--- src/rtl/maze_pkg.sv ---
// Shared types for the maze run controller and its escaper-side helpers.
package maze_pkg;

  typedef enum logic [1:0] {
    NONE    = 2'd0,
    OK      = 2'd1,
    TIMEOUT = 2'd2,
    ABORT   = 2'd3
  } run_status_t;

  typedef enum logic [1:0] {
    IDLE      = 2'd0,
    RESET_ESC = 2'd1,
    RUN       = 2'd2,
    RESULT    = 2'd3
  } ctrl_state_t;

  // Escaper move directions; NONE collides with run_status_t, hence the prefix.
  localparam logic [2:0] DIR_LEFT  = 3'd0;
  localparam logic [2:0] DIR_RIGHT = 3'd1;
  localparam logic [2:0] DIR_DOWN  = 3'd2;
  localparam logic [2:0] DIR_UP    = 3'd3;
  localparam logic [2:0] DIR_NONE  = 3'd4;

endpackage

--- src/rtl/maze_run_counter.sv ---
// Saturating run-cycle and step counters; a step is any change of escaper position.
module maze_run_counter
  import maze_pkg::*;
#(
  parameter int unsigned N  = 3,
  parameter int unsigned CW = 16
) (
  input  logic          clk,
  input  logic          rst,
  input  logic          clear,
  input  logic          enable,
  input  logic [N-1:0]  esc_x,
  input  logic [N-1:0]  esc_y,
  output logic [CW-1:0] cyc_cnt,
  output logic [CW-1:0] step_cnt,
  output logic [CW-1:0] cyc_nxt_c,
  output logic [CW-1:0] step_nxt_c
);

  logic [2*N-1:0] prev_pos;
  logic [2*N-1:0] cur_pos;
  logic           moved;

  assign cur_pos = {esc_x, esc_y};
  assign moved   = (cur_pos != prev_pos);

  // Next values are exported so the exit cycle can be included in the result.
  assign cyc_nxt_c  = (&cyc_cnt) ? cyc_cnt : CW'(cyc_cnt + CW'(1));
  assign step_nxt_c = (moved && !(&step_cnt)) ? CW'(step_cnt + CW'(1)) : step_cnt;

  always_ff @(posedge clk or posedge rst) begin
    if (rst) begin
      cyc_cnt  <= '0;
      step_cnt <= '0;
      prev_pos <= '0;
    end else if (clear) begin
      cyc_cnt  <= '0;
      step_cnt <= '0;
      prev_pos <= cur_pos;
    end else if (enable) begin
      cyc_cnt  <= cyc_nxt_c;
      step_cnt <= step_nxt_c;
      if (moved) prev_pos <= cur_pos;
    end
  end

endmodule

--- src/rtl/maze_run_controller.sv ---
// Sequences one escaper run: reset hold, supervised run, result handshake to the host.
module maze_run_controller
  import maze_pkg::*;
#(
  parameter int unsigned N          = 3,
  parameter int unsigned CW         = 16,
  parameter int unsigned RST_CYCLES = 2
) (
  input  logic          clk,
  input  logic          rst,
  input  logic          start,
  input  logic          abort,
  input  logic [CW-1:0] timeout_cycles,
  output logic          esc_rst,
  input  logic          esc_done,
  input  logic [N-1:0]  esc_x,
  input  logic [N-1:0]  esc_y,
  output logic          busy,
  output logic          result_valid,
  input  logic          result_ack,
  output logic [1:0]    status,
  output logic [CW-1:0] cycles,
  output logic [CW-1:0] steps,
  output logic [N-1:0]  end_x,
  output logic [N-1:0]  end_y
);

  localparam int unsigned RCW = (RST_CYCLES > 1) ? $clog2(RST_CYCLES) : 1;

  ctrl_state_t   state, next_state;
  logic [CW-1:0] tlim, tlim_d;
  logic [RCW-1:0] rst_cnt, rst_cnt_d;
  logic          esc_rst_d, busy_d, result_valid_d;
  logic [1:0]    status_d;
  logic [CW-1:0] cycles_d, steps_d;
  logic [N-1:0]  end_x_d, end_y_d;

  logic [CW-1:0] cyc_cnt, step_cnt, cyc_nxt, step_nxt;
  logic          run_exit;
  logic [1:0]    exit_status;

  maze_run_counter #(.N(N), .CW(CW)) u_counter (
    .clk       (clk),
    .rst       (rst),
    .clear     (state != RUN),
    .enable    (state == RUN),
    .esc_x     (esc_x),
    .esc_y     (esc_y),
    .cyc_cnt   (cyc_cnt),
    .step_cnt  (step_cnt),
    .cyc_nxt_c (cyc_nxt),
    .step_nxt_c(step_nxt)
  );

  // Exit priority: done over abort over timeout.
  always_comb begin
    run_exit    = 1'b1;
    exit_status = OK;
    if (esc_done) begin
      exit_status = OK;
    end else if (abort) begin
      exit_status = ABORT;
    end else if ((tlim != '0) && (cyc_nxt == tlim)) begin
      exit_status = TIMEOUT;
    end else begin
      run_exit = 1'b0;
    end
  end

  always_ff @(posedge clk or posedge rst) begin
    if (rst) state <= IDLE;
    else     state <= next_state;
  end

  always_comb begin
    next_state = state;
    case (state)
      IDLE:      if (start) next_state = RESET_ESC;
      RESET_ESC: begin
        if (abort)                next_state = RESULT;
        else if (rst_cnt == '0)   next_state = RUN;
      end
      RUN:       if (run_exit) next_state = RESULT;
      RESULT:    if (result_ack) next_state = IDLE;
      default:   next_state = IDLE;
    endcase
  end

  // Next values for every registered output and datapath register.
  always_comb begin
    tlim_d         = tlim;
    rst_cnt_d      = rst_cnt;
    result_valid_d = result_valid;
    status_d       = status;
    cycles_d       = cycles;
    steps_d        = steps;
    end_x_d        = end_x;
    end_y_d        = end_y;
    esc_rst_d      = (next_state != RUN);
    busy_d         = (next_state == RESET_ESC) || (next_state == RUN);
    case (state)
      IDLE: begin
        if (start) begin
          tlim_d    = timeout_cycles;
          rst_cnt_d = RCW'(RST_CYCLES - 1);
        end
      end
      RESET_ESC: begin
        if (abort) begin
          result_valid_d = 1'b1;
          status_d       = ABORT;
          cycles_d       = '0;
          steps_d        = '0;
          end_x_d        = '0;
          end_y_d        = '0;
        end else if (rst_cnt != '0) begin
          rst_cnt_d = RCW'(rst_cnt - 1'b1);
        end
      end
      RUN: begin
        if (run_exit) begin
          result_valid_d = 1'b1;
          status_d       = exit_status;
          cycles_d       = cyc_nxt;
          steps_d        = step_nxt;
          end_x_d        = esc_x;
          end_y_d        = esc_y;
        end
      end
      RESULT: begin
        if (result_ack) result_valid_d = 1'b0;
      end
      default: ;
    endcase
  end

  always_ff @(posedge clk or posedge rst) begin
    if (rst) begin
      tlim         <= '0;
      rst_cnt      <= '0;
      esc_rst      <= 1'b1;
      busy         <= 1'b0;
      result_valid <= 1'b0;
      status       <= NONE;
      cycles       <= '0;
      steps        <= '0;
      end_x        <= '0;
      end_y        <= '0;
    end else begin
      tlim         <= tlim_d;
      rst_cnt      <= rst_cnt_d;
      esc_rst      <= esc_rst_d;
      busy         <= busy_d;
      result_valid <= result_valid_d;
      status       <= status_d;
      cycles       <= cycles_d;
      steps        <= steps_d;
      end_x        <= end_x_d;
      end_y        <= end_y_d;
    end
  end

endmodule

--- config.mk ---
export PLATFORM = sky130hd
export DESIGN_NAME = maze_run_controller
export DESIGN_NICKNAME = d
export VERILOG_FILES = /design/src/rtl/maze_pkg.sv /design/src/rtl/maze_run_counter.sv /design/src/rtl/maze_run_controller.sv
export SDC_FILE = /design/constraint.sdc
export NUM_CORES = 1
export LEC_CHECK = 0
export BUFFER_PORTS_ARGS = -buffer_cell sky130_fd_sc_hd__buf_2
export CORE_MARGIN = 2
export CORE_UTILIZATION = 43
export CTS_BUF_LIST = sky130_fd_sc_hd__clkbuf_4 sky130_fd_sc_hd__clkbuf_8 sky130_fd_sc_hd__clkbuf_16
export DETAILED_ROUTE_END_ITERATION = 7
export PLACE_DENSITY = 0.66
export REMOVE_ABC_BUFFERS = 1
export SYNTH_ARGS = -nofsm -noshare
export SYNTH_HDL_FRONTEND = slang
export SYNTH_SLANG_ARGS = --single-unit
export TNS_END_PERCENT = 10
--- constraint.sdc ---
create_clock -name clk -period 6.4 [get_ports clk]
set_input_delay 1.28 -clock clk [delete_from_list [all_inputs] [get_ports clk]]
set_output_delay 1.28 -clock clk [all_outputs]
set_load 0.02 [all_outputs]
==> qor.yml <==
p_leak_nw: 2.601
whs_ns: 0.5228
p_comb_share_pct: 29.1
crit-reg2reg-launch: "u_counter.cyc_cnt[0]$_DFF_PP0_"
yosysWarnings: 0
grt_pass1_wl_um: 18710
min_from: "cycles[13]$_DFFE_PP0P_"
seqPwrFrac_pct: 45.0
routedWlPerCell_um: 16.35
core_um2: 11370
min_period_ns: 4.256
clockPowerShare_pct: 26.0
numCtsBuffers: 9
rsz0062_at_grt: "false"
fp.dieW_um: 111.9
place_congestion: 0.9643
power_w: 0.001954
crit_fanout: 19
fin_crit_sh_pct: 66.51
slew_headroom_pct: 19.11
cts_setup_buffers: 0
synth.avg_cell_area_um2: 10.59
hpwl_um: 7913
cts_buffer_depth: 2
worstSetupPathType: "flop to flop"
synth_edf_count: 0
synth_top_area_cell: "dfrtp_1"
crit_start: "u_counter.cyc_cnt[0]$_DFF_PP0_"
grt.overflow.total: 0
grt_pass1_vias: 3700
sw_frac_of_total_pct: 35.31
startpoint_type: "flop"
dieArea_um2: 12520
fillers: 1071
wirelength_um: 11080
endpoint: "steps[5]$_DFFE_PP0P_"
antenna_found_initial: 0
vias: 3650
area_growth_pct: 13.97
ir_worst_vdd_uv: 173.8
cts_tree: "done"
synth_area_leaders: "dfrtp_1, mux2i_1, xor2_1"
drtPass1Iterations: 4
rrSetupSlack_ns: 2.14
finalSetupViolations: 0
fmax_mhz: 234.9
async_flop_share_pct: 100.0
row_count: 39
syn_inst: 473
drtIter0Drc: 282
die_h_um: 111.9
max_slew.worst_pin.slew_ns: 1.208
worst-r2r-cell-count: 12
r2r-end: "steps[5]$_DFFE_PP0P_"
cp-end-kind: "flop"
status: "completed"
internal-power_w: 0.001264
drc: 0
cp.required_ns: 6.63
final_area_um2: 5707
nets: 561
htreeDepth: 3
clk_pin_slew_worst_paths_ns: 0.06
cts_root_buf: "clkbuf_16"
setup_tns_ns: 0
crit_arrival_ns: 4.48
worst_hold_path_type: "flop to flop"
slew_viol_final: 0
netlist.area_leader.share_pct: 49.48
initial_utilization_pct: 44.04
via_per_inst: 5.383
diodes: 0
final_antenna_net_count: 0
finalHoldViolations: 0
cap_violations: 0
portBuffers: 70
cts-resized-gates: 0
power_density_nw_per_um2: 342.4
cts_sinks: 100
grt_max_degree: 62
track_usage_pct: 18.65
seqCellArea_um2: 2504
syn_area_um2: 5007
multiInputGateArea_um2: 2300
fin_skew_ns: 0.006728
synth_seq_cells: 100
ios: 71
insertion_delay_ns: 0.35
power_switching_w: 0.0006899
synth.distinct_cells: 57
layout-drive-gt1-share_pct: 23.55
cts_hold_repair.buffers: 0
dpl-instance-area_um2: 5433
ys.flop_type: "dfrtp_1"
seq_area_frac_synth_pct: 50.00
-- kinds of logic after synthesis --
group	count (synthesis)	synth area share, %
muxes	56	11.87
DFF	100	50.00
buffers and inverters	44	4.322
adders and majority gates	3	0.7497
xor gates and xnor gates	43	7.671
AOI/OAI and AO/OA	48	6.722
and+or+nand+nor	179	18.67
-- how the worst min path moves through the flow --
stage / end / slack [ns] / depth (start not counted)
3_3_place_gp: status[1]$_DFFE_PP0P_ / 0.51 / 1
3_5_place_dp: cycles[13]$_DFFE_PP0P_ / 0.52 / 2
6_report: cycles[13]$_DFFE_PP0P_ / 0.52 / 2
5_1_grt: cycles[3]$_DFFE_PP0P_ / 0.55 / 2
4_1_cts: cycles[13]$_DFFE_PP0P_ / 0.53 / 2
2_1_floorplan: rst_cnt$_DFFE_PP0P_ / 0.52 / 2
-- cell usage after synthesis (all sizes together) (2+ instances only) --
| master | count |
|---|---|
| a21oi | 10 |
| and2 | 11 |
| and3 | 4 |
| and4 | 3 |
| buf | 12 |
| clkbuf | 18 |
| dfrtp | 99 |
| ha | 3 |
| inv | 14 |
| mux2 | 27 |
| mux2i | 29 |
| nand2 | 46 |
| nand3 | 16 |
| nand3b | 2 |
| nand4 | 16 |
| nor2 | 51 |
| nor2b | 2 |
| nor3 | 4 |
| nor3b | 2 |
| nor4 | 11 |
| o21a | 2 |
| o21ai | 19 |
| o22ai | 3 |
| or3 | 7 |
| xnor2 | 20 |
| xor2 | 23 |
-- sequential cells by signal, indices dropped and copies added, names as in the netlist --
| name | flops |
|---|---|
| u_counter.cyc_cnt | 16 |
| esc_rst | 1 |
| tlim | 16 |
| status | 2 |
| state | 2 |
| u_counter.prev_pos | 6 |
| busy | 1 |
| u_counter.step_cnt | 16 |
| end_x | 3 |
| rst_cnt | 1 |
| cycles | 16 |
| end_y | 3 |
| steps | 16 |
| result_valid | 1 |
-- critical path: stages (launching register included) --
cell and delay (ns):
dfrtp_1 0.44, ha_1 0.32, nand4_1 0.16, nor4_2 0.05, buf_4 0.18, nor3_1 0.41
xnor2_2 0.16, xnor2_1 0.16, or4_4 0.51, o31ai_4 0.36, nor2b_4 0.66, buf_4 0.36
mux2_1 0.35
-- cell type report --
type                    instances  share of cell area [%]
inverters                      14                  0.9647
multi-input cells             329                   40.30
repair buffers                 76                   6.928
well taps                     143                   3.135
clock inverters                 5                  0.4824
flip-flops and latches        100                   43.87
clock buffers                  11                   4.319
-- cell usage in the layout, fill, tap and decap left out, types with 7 or more instances in the layout --
cell type,Yosys,final
dfrtp_1,99,99
buf_2,5,70
nor2_1,51,51
nand2_1,46,46
mux2i_1,29,29
xor2_1,23,23
xnor2_1,19,19
mux2_2,17,17
o21ai_0,16,16
nand4_1,15,15
nand3_1,14,14
inv_1,14,13
and2_1,11,11
a21oi_1,10,10
mux2_1,10,10
nor4_1,9,9
clkbuf_16,0,9
or3_1,7,7
-- power by group through the flow --
| stage | Sequential, W | Clock [W] | Combinational (W) |
|---|---|---|---|
| final | 0.000879 | 0.000507 | 0.000568 |
| after global placement | 0.000885 | 0 | 0.000566 |
| after detailed placement | 0.000890 | 0 | 0.000577 |
| after CTS | 0.000878 | 0.000520 | 0.000578 |
| after global routing | 0.000896 | 0.000550 | 0.000635 |
| after floorplan | 0.000896 | 0 | 0.000378 |
-- metrics by stage --
| stage | util [%] | setup WS, ns | instances |
|---|---|---|---|
| floorplan | - | 0.9272 | 443 |
| global placement | 47.78 | 2.298 | 662 |
| detailed placement | 47.78 | 2.161 | 662 |
| CTS | 50.19 | 2.149 | 678 |
| global route | 50.19 | 1.867 | 678 |
| finish | 50.19 | 2.144 | 678 |
-- layer usage --
metal	track usage, %	up-vias	part of all wire [%]
li1	-	1745	-
met1	25.09	1796	45
met3	2.994	17	4.6
met5	0	-	0
met4	8.148	0	1.9
met2	29.98	92	48
Power figures use the tool's default switching activity.
